[config.mk]
export PLATFORM = sky130hd
export DESIGN_NAME = fetch_sequencer
export DESIGN_NICKNAME = d
export VERILOG_FILES = /design/src/rtl/fetch_sequencer.sv
export SDC_FILE = /design/constraint.sdc
export NUM_CORES = 1
export LEC_CHECK = 0
export CAP_MARGIN = 0
export CELL_PAD_IN_SITES_DETAIL_PLACEMENT = 0
export CELL_PAD_IN_SITES_GLOBAL_PLACEMENT = 1
export CORE_ASPECT_RATIO = 1.75
export CORE_UTILIZATION = 41
export CTS_BUF_LIST = sky130_fd_sc_hd__clkbuf_16
export CTS_CLUSTER_SIZE = 24
export DETAILED_ROUTE_END_ITERATION = 10
export GPL_ROUTABILITY_DRIVEN = 0
export PLACE_DENSITY = 0.89
export SYNTH_ARGS = -nofsm -noshare
export SYNTH_HDL_FRONTEND = slang
export SYNTH_SLANG_ARGS = --single-unit
[constraint.sdc]
create_clock -name clk -period 4.83 [get_ports clk]
set_input_delay 0.966 -clock clk [delete_from_list [all_inputs] [get_ports clk]]
set_output_delay 0.966 -clock clk [all_outputs]
set_load 0.01 [all_outputs]
[src/rtl/fetch_sequencer.sv]
// Instruction-fetch sequencer: owns the PC, issues one outstanding fetch at a time,
// squashes wrong-path returns on redirect and holds the fetched word until decode accepts it.
module fetch_sequencer #(
  parameter logic [31:0] RESET_ADDR = 32'h0000_0000
) (
  input  logic        clk,
  input  logic        reset,
  input  logic        branch_en,
  input  logic [15:0] branch_target,
  input  logic        stall,
  output logic        imem_req,
  output logic [31:0] imem_addr,
  input  logic        imem_gnt,
  input  logic        imem_rvalid,
  input  logic [31:0] imem_rdata,
  output logic        if_valid,
  output logic [31:0] if_instr,
  output logic [31:0] if_pc,
  output logic [1:0]  fetch_state
);

  typedef enum logic [1:0] {
    ST_BOOT = 2'd0,
    ST_REQ  = 2'd1,
    ST_WAIT = 2'd2,
    ST_OUT  = 2'd3
  } state_t;

  state_t      state, state_n;
  logic [31:0] pc, pc_n;
  logic [31:0] fetch_pc, fetch_pc_n;
  logic        squash, squash_n;
  logic        if_valid_n;
  logic [31:0] if_instr_n, if_pc_n;
  logic [31:0] target;

  assign target      = {16'b0, branch_target};
  assign imem_req    = (state == ST_REQ);
  assign imem_addr   = pc;
  assign fetch_state = state;

  always_ff @(posedge clk or negedge reset) begin
    if (!reset) begin
      state    <= ST_BOOT;
      pc       <= RESET_ADDR;
      fetch_pc <= 32'h0;
      squash   <= 1'b0;
      if_valid <= 1'b0;
      if_instr <= 32'h0;
      if_pc    <= 32'h0;
    end else begin
      state    <= state_n;
      pc       <= pc_n;
      fetch_pc <= fetch_pc_n;
      squash   <= squash_n;
      if_valid <= if_valid_n;
      if_instr <= if_instr_n;
      if_pc    <= if_pc_n;
    end
  end

  always_comb begin
    state_n    = state;
    pc_n       = pc;
    fetch_pc_n = fetch_pc;
    squash_n   = squash;
    if_valid_n = if_valid;
    if_instr_n = if_instr;
    if_pc_n    = if_pc;
    unique case (state)
      ST_BOOT: begin
        if (branch_en) pc_n = target;
        state_n = ST_REQ;
      end
      ST_REQ: begin
        // A redirect coinciding with a grant still takes the grant but marks its data wrong-path.
        if (imem_gnt) begin
          fetch_pc_n = pc;
          state_n    = ST_WAIT;
          if (branch_en) begin
            pc_n     = target;
            squash_n = 1'b1;
          end else begin
            pc_n     = pc + 32'd4;
            squash_n = 1'b0;
          end
        end else if (branch_en) begin
          pc_n = target;
        end
      end
      ST_WAIT: begin
        if (branch_en) begin
          pc_n     = target;
          squash_n = 1'b1;
        end
        if (imem_rvalid) begin
          if (squash || branch_en) begin
            squash_n = 1'b0;
            state_n  = ST_REQ;
          end else begin
            if_instr_n = imem_rdata;
            if_pc_n    = fetch_pc;
            if_valid_n = 1'b1;
            state_n    = ST_OUT;
          end
        end
      end
      ST_OUT: begin
        if (branch_en) begin
          if_valid_n = 1'b0;
          pc_n       = target;
          state_n    = ST_REQ;
        end else if (!stall) begin
          if_valid_n = 1'b0;
          state_n    = ST_REQ;
        end
      end
      default: state_n = ST_BOOT;
    endcase
  end

endmodule

==> results.txt <==
Fillers: 1,130
area of the multi-input gates: 2110 um2
crit path max-delay cell type: or4_1
fmax: 0.340 GHz
post-CTS resize count: 0
Critical Path Sink Type: flip-flop
Reg clk slew, reported paths: 0.06 ns
Post-CTS Setup Bufs: 0
most frequent cell on the critical path: or4_1
Sw Pwr: 1.09 mW
Initial Util: 41.8%
commonest non-fill, non-tap cell in the layout: clkdlybuf4s50_1
ANT cells: 0
most frequent cells in the layout: clkdlybuf4s50_1, dfrtp_1, mux2_2
CTS tree: yes
Bufs on Longest Clock Path: 2
Top Ports: 154
DIE WIDTH: 90.3 um
Die ar.: 14,100 um2
Worst Path Max Fanout: 17
Vias/cell: 5.18
ys flop type: dfrtp_1
Worst Setup Start Kind: primary input
Crit path buffers/inverters: 1
DR iter-0 viols: 169
antenna violations before repair: 0
Mapped Cells: 429
Nets: 638
asr flop ratio synth: 100%
Critical Path RT: 5.16 ns
clock sinks: 132
largest net degree at the start of global routing: 98
H-tree depth: 4
synth warn: 0
CP arrival: 3.27 ns
Vias: 3,968
ANT nets after route: 0
Post-synth EDFFs: 0
1st-pass router iterations: 4
PortBufs: 153
pre-CTS WS: 1.48 ns
per-cell routed wire length: 16.2 um
Register Area: 3300 um2
worst hold path type: flip-flop to flip-flop
Yosys reg bits: 132
final worst setup slack: 1.89 ns
Synth-to-Final Area Change: 39.2%
first-pass GRT wire length: 20.8 mm
crit path kind: primary input to flip-flop
Syn Nets: 488
status: finished, final reports clean
Slew Viols, Final: 0
unrepaired setup endpoints after global routing: no
share of post-route cells with drive strength above 1: 22.8%
total power draw: 3.86 mW
max-cap violations: 0
CTS Buf Count: 17
WL final: 12.4 mm
Die Ht: 156 um
minimum clock period: 2.94 ns
Final TNS setup: 0 ns
vias in the first global route: 4,213
GRT Total Usage: 18.9%
CTS Hold Bufs: 0
Residual DRC: 0
fin crit share: 60.9%
worst slew pin tran: 0.934 ns
total core area: 13,400 um2
clk_lat worst skew: 0.41 ns
HPWL Detailed: 8.47 mm
PD cells: 496 nW/um2
root buffer cell: clkbuf_16
Net Sw Frac: 28.1%
# setup viols final: 0
Synth cell types: 42
Clock Skew: 0.00641 ns
leakage: 3.32 nW
internal power: 2.77 mW
max incr delay on CP: 0.77 ns
Comb power frac: 28.9%
CP Cell Sequence: clkdlybuf4s50_1 -> nand3_1 -> or4_1 -> or4_1 -> a21oi_1
CP top delay family: simple AND/OR/NAND/NOR gates
Slew HR: 37.5%
final hold vios: 0
Congestion Overflow GR: 0
average cell area after synthesis: 13.0 um2
synthesized cell area: 5590 um2
row count: 56
power share of the sequential group: 40.3%
Clk pwr share: 30.9%
sequential share of the synthesized area: 59.1%
VDD IR max: 0.257 mV
==> final timing paths <==
| kind | from | end | slack [ns] | cells after the start |
|---|---|---|---|---|
| min in group asynchronous | reset | if_instr[16] | 0.63 | 1 |
| worst min register to register | fetch_pc[13] | fetch_pc[13] | 0.48 | 2 |
| worst min-delay path | fetch_pc[13] | fetch_pc[13] | 0.48 | 2 |
| worst max-delay path | imem_gnt | imem_addr[21] | 1.89 | 5 |
| max in group asynchronous | reset | if_pc[13] | 3.18 | 2 |
| worst max register to register | fetch_state[1] | imem_addr[21] | 2.24 | 6 |
==> registers in the layout (all words and copies together), names as in the netlist <==
| register | flops |
|---|---|
| if_instr | 32 |
| squash | 1 |
| fetch_state | 2 |
| imem_addr | 32 |
| fetch_pc | 32 |
| if_valid | 1 |
| if_pc | 32 |
==> worst reg2reg max path: stages, from the launching register on <==
cell     delay [ns]
dfrtp_1        0.43
inv_1          0.10
ha_1           0.26
nand3_1        0.19
or4_1          0.77
or4_1          0.57
a21oi_1        0.17
==> layout make-up <==
class                           instances  area share (%)
Timing Repair Buffer                  155            19.9
Clock buffer                           17            5.47
Tap cell                              174            2.80
Clock inverter                         15            1.72
Sequential cell                       132            42.5
Inverter                               10           0.483
Multi-Input combinational cell        263            27.2
==> Yosys cell counts, drive strengths merged, types with 7 or more instances <==
master / n / share of area [%]
nand2: 27 / 1.8
or4: 16 / 2.1
nand3: 11 / 0.99
mux2: 95 / 19
clkbuf: 13 / 1.2
a21oi: 16 / 1.4
buf: 10 / 1.1
nand4: 7 / 0.78
nor2: 8 / 0.54
o21ai: 20 / 1.8
o31ai: 13 / 1.7
inv: 9 / 0.60
dfrtp: 132 / 59
==> per-stage QoR <==
step / util, % / cells / area [um2] / hold slack, ns
after global placement: 53.9 / 734 / 7220 / 0.458
after detailed placement: 53.9 / 734 / 7220 / 0.473
final: 58.1 / 766 / 7780 / 0.479
after global routing: 58.1 / 766 / 7780 / 0.517
after floorplan: - / 429 / 5590 / 0.444
after CTS: 58.1 / 766 / 7780 / 0.486
==> routing by layer <==
layer / track usage, % / up-vias / wire length, um
li1: - / 1856 / -
met4: 7.60 / 0 / 312
met1: 20.5 / 1935 / 4720
met2: 34.3 / 151 / 6630
met5: 0 / - / 0
met3: 5.44 / 26 / 761
==> power by group through the flow <==
stage	sequential, mW	clock [mW]	combinational [mW]
after floorplan	1.65	0	0.435
after global placement	1.55	0	1.10
after detailed placement	1.58	0	1.13
after CTS	1.56	1.23	1.14
after global routing	1.59	1.28	1.21
final	1.55	1.19	1.12
==> cell families after synthesis <==
kind of cell / synth area share (%)
AND/OR/NAND/NOR: 9.00
adder cells (fa/ha/maj): 1.12
AO/OA/AOI/OAI: 6.67
multiplexers: 19.5
flip-flops: 59.1
XOR/XNOR: 1.41
buffers and inverters: 3.18
Note: power is estimated with default switching activity, not from simulation.
